[src/rtl/temp_conv_pkg.sv]
// Shared constants, output beat type and the shift/round/saturate helper
// for the averaging temperature converter.
package temp_conv_pkg;

    localparam int SENSOR_LSB_FRAC = 4;
    localparam int SENSOR_W        = 12;

    // Beat fields are sized for the largest supported configuration.
    localparam int MAX_CH_W  = 4;
    localparam int MAX_OUT_W = 16;

    typedef struct packed {
        logic [MAX_CH_W-1:0]         ch;
        logic signed [MAX_OUT_W-1:0] temp;
        logic                        sat;
    } out_beat_t;

    typedef struct packed {
        logic signed [31:0] val;
        logic               sat;
    } round_sat_t;

    // The 32-bit working width covers sums of up to 30 bits, so adding the
    // rounding half can never overflow.
    function automatic round_sat_t sat_round(
        input logic signed [31:0] sum,
        input int                 sh,
        input logic               rnd,
        input int                 out_w
    );
        logic signed [31:0] w;
        logic signed [31:0] q;
        logic signed [31:0] hi;
        logic signed [31:0] lo;
        round_sat_t         r;
        w = sum;
        if (rnd && sh > 0) begin
            w = w + (32'sd1 <<< (sh - 1));
        end
        q  = w >>> sh;
        hi = (32'sd1 <<< (out_w - 1)) - 32'sd1;
        lo = -(32'sd1 <<< (out_w - 1));
        r.sat = (q > hi) || (q < lo);
        if (q > hi) begin
            r.val = hi;
        end else if (q < lo) begin
            r.val = lo;
        end else begin
            r.val = q;
        end
        return r;
    endfunction

endpackage

[src/rtl/temp_round_sat.sv]
// Combinational conversion of an accumulated fixed-point sum into a
// saturated signed integer degree value (round half up or floor).
module temp_round_sat
    import temp_conv_pkg::*;
#(
    parameter int SUM_W = 14,
    parameter int SH    = 6,
    parameter int OUT_W = 8
) (
    input  logic signed [SUM_W-1:0] i_sum,
    input  logic                    i_round,
    output logic signed [OUT_W-1:0] o_temp,
    output logic                    o_sat
);

    round_sat_t w_res;

    assign w_res  = sat_round(32'(i_sum), SH, i_round, OUT_W);
    assign o_temp = w_res.val[OUT_W-1:0];
    assign o_sat  = w_res.sat;

endmodule

[src/rtl/temperature_converter_avg.sv]
// Multi-channel sensor averager: accumulates 2^AVG_LOG2 tagged samples per
// channel and emits one saturated integer degree result per completed set.
module temperature_converter_avg
    import temp_conv_pkg::*;
#(
    parameter int NUM_CH    = 4,
    parameter int IN_W      = SENSOR_W,
    parameter int FRAC_BITS = SENSOR_LSB_FRAC,
    parameter int OUT_W     = 8,
    parameter int AVG_LOG2  = 2,
    localparam int CH_W     = (NUM_CH > 1) ? $clog2(NUM_CH) : 1
) (
    input  logic                    clk,
    input  logic                    rst_n,
    input  logic                    clr,
    input  logic                    cfg_round,
    input  logic                    in_valid,
    output logic                    in_ready,
    input  logic [CH_W-1:0]         in_ch,
    input  logic signed [IN_W-1:0]  in_data,
    output logic                    out_valid,
    input  logic                    out_ready,
    output logic [CH_W-1:0]         out_ch,
    output logic signed [OUT_W-1:0] out_temp,
    output logic                    out_sat
);

    localparam int ACC_W = IN_W + AVG_LOG2;
    localparam int CNT_W = (AVG_LOG2 > 0) ? AVG_LOG2 : 1;
    localparam int SH    = FRAC_BITS + AVG_LOG2;
    localparam logic [CNT_W-1:0] CNT_LAST = CNT_W'((1 << AVG_LOG2) - 1);

    logic signed [ACC_W-1:0] r_acc [NUM_CH];
    logic [CNT_W-1:0]        r_cnt [NUM_CH];

    logic                    r_out_valid;
    logic [CH_W-1:0]         r_out_ch;
    logic signed [OUT_W-1:0] r_out_temp;
    logic                    r_out_sat;

    logic                    w_accept;
    logic                    w_ch_ok;
    logic                    w_last;
    logic                    w_complete;
    logic signed [ACC_W-1:0] w_acc_cur;
    logic signed [ACC_W-1:0] w_sum;
    logic signed [OUT_W-1:0] w_temp;
    logic                    w_sat;

    // Both streams transfer on a rising edge where valid && ready. The
    // output is a single held register, so a new sample is taken only when
    // that register is empty or being drained in the same cycle.
    assign in_ready   = !r_out_valid || out_ready;
    assign w_accept   = in_valid && in_ready && !clr;
    assign w_ch_ok    = {1'b0, in_ch} < (CH_W + 1)'(NUM_CH);
    assign w_acc_cur  = w_ch_ok ? r_acc[in_ch] : '0;
    assign w_last     = w_ch_ok ? (r_cnt[in_ch] == CNT_LAST) : 1'b0;
    assign w_sum      = w_acc_cur + ACC_W'(in_data);
    assign w_complete = w_accept && w_ch_ok && w_last;

    temp_round_sat #(
        .SUM_W (ACC_W),
        .SH    (SH),
        .OUT_W (OUT_W)
    ) u_round_sat (
        .i_sum   (w_sum),
        .i_round (cfg_round),
        .o_temp  (w_temp),
        .o_sat   (w_sat)
    );

    always_ff @(posedge clk or negedge rst_n) begin
        if (!rst_n) begin
            for (int i = 0; i < NUM_CH; i++) begin
                r_acc[i] <= '0;
                r_cnt[i] <= '0;
            end
        end else if (clr) begin
            for (int i = 0; i < NUM_CH; i++) begin
                r_acc[i] <= '0;
                r_cnt[i] <= '0;
            end
        end else if (w_accept && w_ch_ok) begin
            // The completing sample restarts the set; its sum goes straight to rounding.
            if (w_last) begin
                r_acc[in_ch] <= '0;
                r_cnt[in_ch] <= '0;
            end else begin
                r_acc[in_ch] <= w_sum;
                r_cnt[in_ch] <= r_cnt[in_ch] + 1'b1;
            end
        end
    end

    always_ff @(posedge clk or negedge rst_n) begin
        if (!rst_n) begin
            r_out_valid <= 1'b0;
            r_out_ch    <= '0;
            r_out_temp  <= '0;
            r_out_sat   <= 1'b0;
        end else if (clr) begin
            r_out_valid <= 1'b0;
            r_out_ch    <= '0;
            r_out_temp  <= '0;
            r_out_sat   <= 1'b0;
        end else if (w_complete) begin
            r_out_valid <= 1'b1;
            r_out_ch    <= in_ch;
            r_out_temp  <= w_temp;
            r_out_sat   <= w_sat;
        end else if (out_ready) begin
            r_out_valid <= 1'b0;
        end
    end

    assign out_valid = r_out_valid;
    assign out_ch    = r_out_ch;
    assign out_temp  = r_out_temp;
    assign out_sat   = r_out_sat;

endmodule

[config.mk]
export PLATFORM = sky130hd
export DESIGN_NAME = temperature_converter_avg
export DESIGN_NICKNAME = d
export VERILOG_FILES = /design/src/rtl/temp_conv_pkg.sv /design/src/rtl/temp_round_sat.sv /design/src/rtl/temperature_converter_avg.sv
export SDC_FILE = /design/constraint.sdc
export NUM_CORES = 1
export LEC_CHECK = 0
export CORE_AREA = 3 3 134 136
export CTS_CLUSTER_DIAMETER = 80
export DETAILED_ROUTE_END_ITERATION = 12
export DIE_AREA = 0 0 137 139
export GPL_ROUTABILITY_DRIVEN = 0
export PLACE_DENSITY = 0.41
export SYNTH_ARGS = -nofsm -noshare
export SYNTH_HDL_FRONTEND = slang
export SYNTH_HIERARCHICAL = 1
export SYNTH_SLANG_ARGS = --single-unit
[constraint.sdc]
create_clock -name clk -period 3.36 [get_ports clk]
set_clock_uncertainty 0.15 [all_clocks]
set_input_delay 0.672 -clock clk [delete_from_list [all_inputs] [get_ports clk]]
set_output_delay 0.672 -clock clk [all_outputs]
set_load 0.05 [all_outputs]
==> results of run 1 <==
## cell type report
cell class / instances / area (sq um)
Sequential cell: 76 / 1900
Clock buffer: 12 / 256
Tap cell: 225 / 282
Clock inverter: 2 / 35.0
Fill cell: 1736 / 10600
Timing Repair Buffer: 139 / 1220
Inverter: 10 / 37.5
Multi-Input combinational cell: 353 / 2680
## metal layers
metal / global-route usage / share of wire / vias to the layer above
met3: 0.0225 / 0.037 / 10
met2: 0.225 / 0.45 / 85
met1: 0.227 / 0.50 / 1970
met4: 0.0415 / 0.010 / 0
met5: 0 / 0 / -
li1: - / - / 1938
## stage by stage
step | cell area (sq um) | hold slack, ns | setup WS [ns] | power (W)
3_3_place_gp | 5840 | 0.310 | -1.20 | 0.00160
3_5_place_dp | 5840 | 0.321 | -1.21 | 0.00160
6_report | 6410 | 0.334 | -0.329 | 0.00262
2_1_floorplan | 4670 | 0.226 | -0.472 | 0.00133
5_1_grt | 6410 | 0.352 | -0.451 | 0.00276
4_1_cts | 6320 | 0.334 | -0.325 | 0.00263
## worst max-delay path by stage
stage / end / slack [ns] / depth (start not counted)
final: out_temp[4]$_DFFE_PN0P_ / -0.33 / 17
after floorplan: out_temp[2]$_DFFE_PN0P_ / -0.47 / 16
after CTS: out_temp[2]$_DFFE_PN0P_ / -0.32 / 16
after detailed placement: out_temp[1]$_DFFE_PN0P_ / -1.21 / 15
after global placement: out_temp[2]$_DFFE_PN0P_ / -1.20 / 16
after global routing: out_temp[2]$_DFFE_PN0P_ / -0.45 / 18
## tightest hold or removal path: cells and delay by family, from the launching register on
family / cells / cell delay [ns]
DFF: 1 / 0.34
and+or+nand+nor: 1 / 0.05
AOI/OAI and AO/OA: 1 / 0.06
## what timing repair did
action / CTS / global route
gates cloned: 1 / 0
pin swaps: 17 / 22
gates resized for setup: 28 / 11
endpoints found under the setup margin: 37 / 9
hold endpoints to repair: 0 / 0
hold buffers: 0 / 0
setup buffers: 6 / 7
## power groups by stage
stage / Clock (W) / Sequential [W] / Combinational [W]
2_1_floorplan: 0 / 0.000976 / 0.000358
3_3_place_gp: 0 / 0.000982 / 0.000623
3_5_place_dp: 0 / 0.000981 / 0.000623
4_1_cts: 0.000996 / 0.000965 / 0.000667
5_1_grt: 0.00104 / 0.000969 / 0.000751
6_report: 0.000967 / 0.000965 / 0.000685
## registers in the layout, indices dropped and copies added (netlist names)
register   count
out_ch         2
out_sat        1
out_valid      1
out_temp       8
r_acc         56
r_cnt          8
==> out/metrics.yaml, run 1 <==
pwr:
  p_sw_w: 0.000730
  p_int_w: 0.00189
  power_frac_seq: 0.369
  swShare: 0.279
  clkPwrFrac: 0.369
  ir_drop_mv: 0.214
  powerDensity_nw_per_um2: 408
  p_leak_nw: 2.77
  pwr-share-comb: 0.262
detailed_routing:
  route.vias.total: 4003
  firstDrtPassIters: 6
  drc: 0
  wl_per_cell_um: 16.8
  routed_wl_um: 13700
  drt_iter0_markers: 201
  ant_nets: 0
  via_per_inst: 4.90
final_layout:
  post-route-util: 0.376
  layout_commonest_cell: "buf_4"
  areaGrowthSynthToFinish_pct: 41.7
  fin_cells: 817
  antenna_cells: 0
  drive_gt1_frac: 0.311
  final_nets: 625
  final_cell_mix: "buf_4, dfrtp_1, nand2_1, a21oi_1, nor2_1"
cts:
  clk_latency_ns: 0.33
  htreeDepth: 3
  cts_buffers: 9
  tritoncts: "yes"
  clock-sinks: 76
  path_clk_slew_ns: 0.06
  root_buffer: "clkbuf_16"
  clock_path_buffers: 2
synthesis:
  synth_cells: 464
  syn_area_sq_um: 4520
  syn_area_per_cell_sq_um: 9.75
  syn_nets: 500
  ys_warn_count: 6
critical_path:
  end_kind: "flop"
  critPathMaxStageDelay_ns: 0.52
  r2r_slack_ns: -0.14
  worstPathMaxFanout: 6
  crit_path_start_kind: "input port"
  criticalPathCategory: "input port to flop"
  cp_num_buf_inv: 4
  crit_slowest_cell: "mux4_2"
  worst_r2r_endpoint: "out_temp[4]$_DFFE_PN0P_"
  ff2ff_path_depth: 15
  crit_required_ns: 3.41
  r2r_start: "r_acc[0]$_DFFE_PN0P_"
  arrival_ns: 3.74
  path_delay_family: "compound AO/OA/AOI/OAI gates"
  setup.worst_path.start: "in_ch[0]"
  path_cells: "buf_8, buf_8, mux4_2, ha_4, inv_2, fa_2, nor2b_4, o2111ai_4, o211ai_4, buf_4, a211oi_4, xnor2_4, a32oi_1, a2111oi_4, o22ai_1, nand3_1, a21oi_1"
  cpMostUsedCell: "buf_8"
timing:
  tns_ns: -2.29
  finalCriticalPeriod_ns: 3.69
  report.final.slew_viol_count: 0
  hold_viol_final: 0
  fin_crit_sh: 1.10
  fmax_mhz: 271
  grt_setup_unrepaired: "yes"
  layout_setup_ws_ns: -0.329
  setup_viol: 9
  tightest_slew_ns: 1.00
  relSlewSlack: 0.333
placed_design:
  placedCellCount: 789
  io_buffers: 32
  hpwlAfterDp_um: 9760
outcome:
  violations: "setup timing"
  status: "finished, violations left"
floorplanning:
  core_sq_um: 17100
  rows: 48
  dieArea_sq_um: 19000
  io_pins: 33
  start_util: 0.265
  die_h_um: 139
  dieWidth_um: 137
grt:
  grt_overflow: 0
  grt_pass1_vias: 4103
  globalRouteTotalUtil: 0.151
  grt_pass1_wl_um: 22600
  grt_max_degree: 77
  antenna_found_initial: 0
min_path:
  holdPathStages: 2
  hold_class: "flop to flop"
  worstHoldEndpoint: "r_acc[49]$_DFFE_PN0P_"
  worstHoldStart: "r_acc[49]$_DFFE_PN0P_"
run:
  maxCapViolCount: 0
No activity file was read; power rests on OpenSTA's default activity.
==> inputs of run 2 (changes only) <==
--- a/config.mk
+++ b/config.mk
@@ -11,6 +11,7 @@
 export DIE_AREA = 0 0 137 139
 export GPL_ROUTABILITY_DRIVEN = 0
 export PLACE_DENSITY = 0.41
+export REMOVE_ABC_BUFFERS = 1
 export SYNTH_ARGS = -nofsm -noshare
 export SYNTH_HDL_FRONTEND = slang
 export SYNTH_HIERARCHICAL = 1
==> out/metrics.yaml, run 2 (synthesis results as in run 1) <==
outcome:
  status: "finished, violations left"
  violations: "setup timing"
grt:
  grt_overflow: 0  # unchanged
  grt_pass1_vias: 4142  # +0.95%
  antenna_found_initial: 0  # unchanged
  globalRouteTotalUtil: 0.154  # +0.00377
  grt_pass1_wl_um: 23200  # +2.4%
  grt_max_degree: 77  # unchanged
pwr:
  p_sw_w: 0.000789  # +8.0%
  p_int_w: 0.00181  # -4.0%
  powerDensity_nw_per_um2: 400  # -2.1%
  pwr-share-comb: 0.272  # +0.010
  swShare: 0.303  # +0.0242
  clkPwrFrac: 0.357  # -0.012
  power_frac_seq: 0.371  # +0.002
  ir_drop_mv: 0.237  # +11%
  p_leak_nw: 2.72  # -1.8%
final_layout:
  regMostFlops: "r_acc"
  largest_reg_flops: 56  # unchanged
  layout_commonest_cell: "buf_4"
  final_cell_mix: "buf_4, dfrtp_1, nand2_1, a21oi_1, nor2_1"
  drive_gt1_frac: 0.341  # +0.0304
  antenna_cells: 0  # unchanged
  fillCellCount: 1739  # +0.17%
  fin_area_sq_um: 6500  # +1.4%
  areaGrowthSynthToFinish_pct: 43.8
  post-route-util: 0.381  # +0.00543
  final_nets: 620  # -0.80%
detailed_routing:
  drt_iter0_markers: 254  # +26%
  drc: 0  # unchanged
  via_per_inst: 4.99  # +1.7%
  wl_per_cell_um: 17.5  # +4.3%
  routed_wl_um: 14300  # +3.9%
  route.vias.total: 4058  # +1.4%
  ant_nets: 0  # unchanged
  firstDrtPassIters: 5  # -1
placed_design:
  pre_cts_slack_ns: -1.27  # -0.0654 ns
  io_buffers: 32  # unchanged
  hpwlAfterDp_um: 9950  # +1.9%
  placed_cell_area_sq_um: 5630  # -3.6%
min_path:
  worstHoldEndpoint: "r_acc[41]$_DFFE_PN0P_"
  worstHoldStart: "r_acc[41]$_DFFE_PN0P_"
  holdPathStages: 2  # unchanged
  hold_class: "flop to flop"
critical_path:
  path_cells: "buf_12, buf_12, mux4_2, ha_4, inv_2, fa_2, nor2b_4, o2111ai_4, o211ai_4, a211oi_4, xnor2_2, nand4_1, buf_4, o31ai_2, o211ai_1, nand3_1, a21oi_1"
  worst_r2r_endpoint: "out_temp[0]$_DFFE_PN0P_"
  r2r_slack_ns: -0.09  # +0.05 ns
  criticalPathCategory: "input port to flop"
  cpMostUsedCell: "buf_12"
  worstPathMaxFanout: 6  # unchanged
  crit_required_ns: 3.42  # about the same
  r2r_start: "r_acc[0]$_DFFE_PN0P_"
  crit_path_start_kind: "input port"
  critPathMaxStageDelay_ns: 0.53  # about the same
  end_kind: "flop"
  ff2ff_path_depth: 15  # unchanged
  arrival_ns: 3.69  # -0.05 ns
  crit_slowest_cell: "mux4_2"
timing:
  grt_setup_unrepaired: "yes"
  layout_setup_ws_ns: -0.272  # +0.0569 ns
  relSlewSlack: 0.319  # -0.0139
  fmax_mhz: 275  # +1.6%
  finalCriticalPeriod_ns: 3.63  # -0.0569 ns
  fin_crit_sh: 1.08  # -0.0169
  hold_viol_final: 0  # unchanged
  tightest_slew_ns: 1.02  # +0.0209 ns
  report.final.slew_viol_count: 0  # unchanged
  setup_viol: 9  # unchanged
run:
  maxCapViolCount: 0  # unchanged
floorplanning:
  rows: 48  # unchanged
  die_h_um: 139  # unchanged
  dieArea_sq_um: 19000  # unchanged
  core_sq_um: 17100  # unchanged
  io_pins: 33  # unchanged
  dieWidth_um: 137  # unchanged
  start_util: 0.265  # unchanged
cts:
  htreeDepth: 3  # unchanged
  cts_hold_buf: 0  # unchanged
  clock-sinks: 76  # unchanged
  clk_latency_ns: 0.35  # +0.02 ns
  tritoncts: "yes"
  clock_path_buffers: 2  # unchanged
  root_buffer: "clkbuf_16"
  path_clk_slew_ns: 0.06  # about the same
  cts_buffers: 9  # unchanged
[run 2: cell types whose count changed in the layout (fill, tap and decap cells not counted), sizes merged]
cell	delta
buf	-4
clkinvlp	+3
bufbuf	-1
bufinv	-1
clkbuf	-1
clkdlybuf4s15	+1
clkdlybuf4s50	-1
inv	+1
[run 2: per-layer routing]
layer,vias to the layer above,wire length [um],share of wire,GRT usage
li1,1933,-,-,-
met1,2042,6700,0.47,0.223
met2,73,6820,0.48,0.234
met3,10,612,0.043,0.0337
met4,0,128,0.0090,0.0420
met5,-,0,0,0
[run 2: power by group through the flow]
stage / Clock [W] / Sequential, W / Combinational, W
after floorplan: 0 / 0.000976 / 0.000301
after global placement: 0 / 0.000981 / 0.000590
after detailed placement: 0 / 0.000981 / 0.000590
after CTS: 0.000958 / 0.000964 / 0.000681
after global routing: 0.000988 / 0.000968 / 0.000768
final: 0.000929 / 0.000965 / 0.000706
[run 2: metrics by stage]
stage / hold WS [ns] / setup TNS, ns / instances / total power (W)
4_1_cts: 0.334 / -2.26 / 811 / 0.00260
3_3_place_gp: 0.309 / -29.51 / 777 / 0.00157
3_5_place_dp: 0.321 / -29.16 / 777 / 0.00157
6_report: 0.329 / -1.81 / 814 / 0.00260
5_1_grt: 0.365 / -3.00 / 814 / 0.00272
2_1_floorplan: 0.226 / -3.60 / 439 / 0.00128
[run 2: repair_timing]
item	in CTS	in global routing
setup endpoints to repair	37	9
setup buffers	16	5
cloned	2	0
gates resized for setup	59	26
pin swaps	46	30
[run 2: cell type report]
class	count	area [sq um]	area share
Multi-Input combinational cell	353	2820	0.433
Inverter	10	37.5	0.00577
Timing Repair Buffer	134	1190	0.183
Clock inverter	5	36.3	0.00558
Sequential cell	76	1900	0.292
Clock buffer	11	243	0.0373
Tap cell	225	282	0.0433
[run 2: worst max path at each step]
| stage | startpoint | end | cells past startpoint |
|---|---|---|---|
| after CTS | in_ch[0] | out_temp[2]$_DFFE_PN0P_ | 16 |
| after global routing | in_ch[1] | out_temp[2]$_DFFE_PN0P_ | 17 |
| final | in_ch[0] | out_temp[0]$_DFFE_PN0P_ | 17 |
| after detailed placement | in_ch[0] | out_temp[2]$_DFFE_PN0P_ | 15 |
| after global placement | in_ch[0] | out_temp[2]$_DFFE_PN0P_ | 15 |
| after floorplan | in_ch[0] | out_temp[4]$_DFFE_PN0P_ | 14 |
[run 2: worst max-delay path: cells and delay by family]
| kind | cells | cell delay, ns |
|---|---|---|
| AO/OA/AOI/OAI | 6 | 1.05 |
| XOR/XNOR | 1 | 0.19 |
| adder cells (fa/ha/maj) | 2 | 0.40 |
| buffers and inverters | 4 | 0.45 |
| multiplexers | 1 | 0.53 |
| AND/OR/NAND/NOR | 3 | 0.38 |
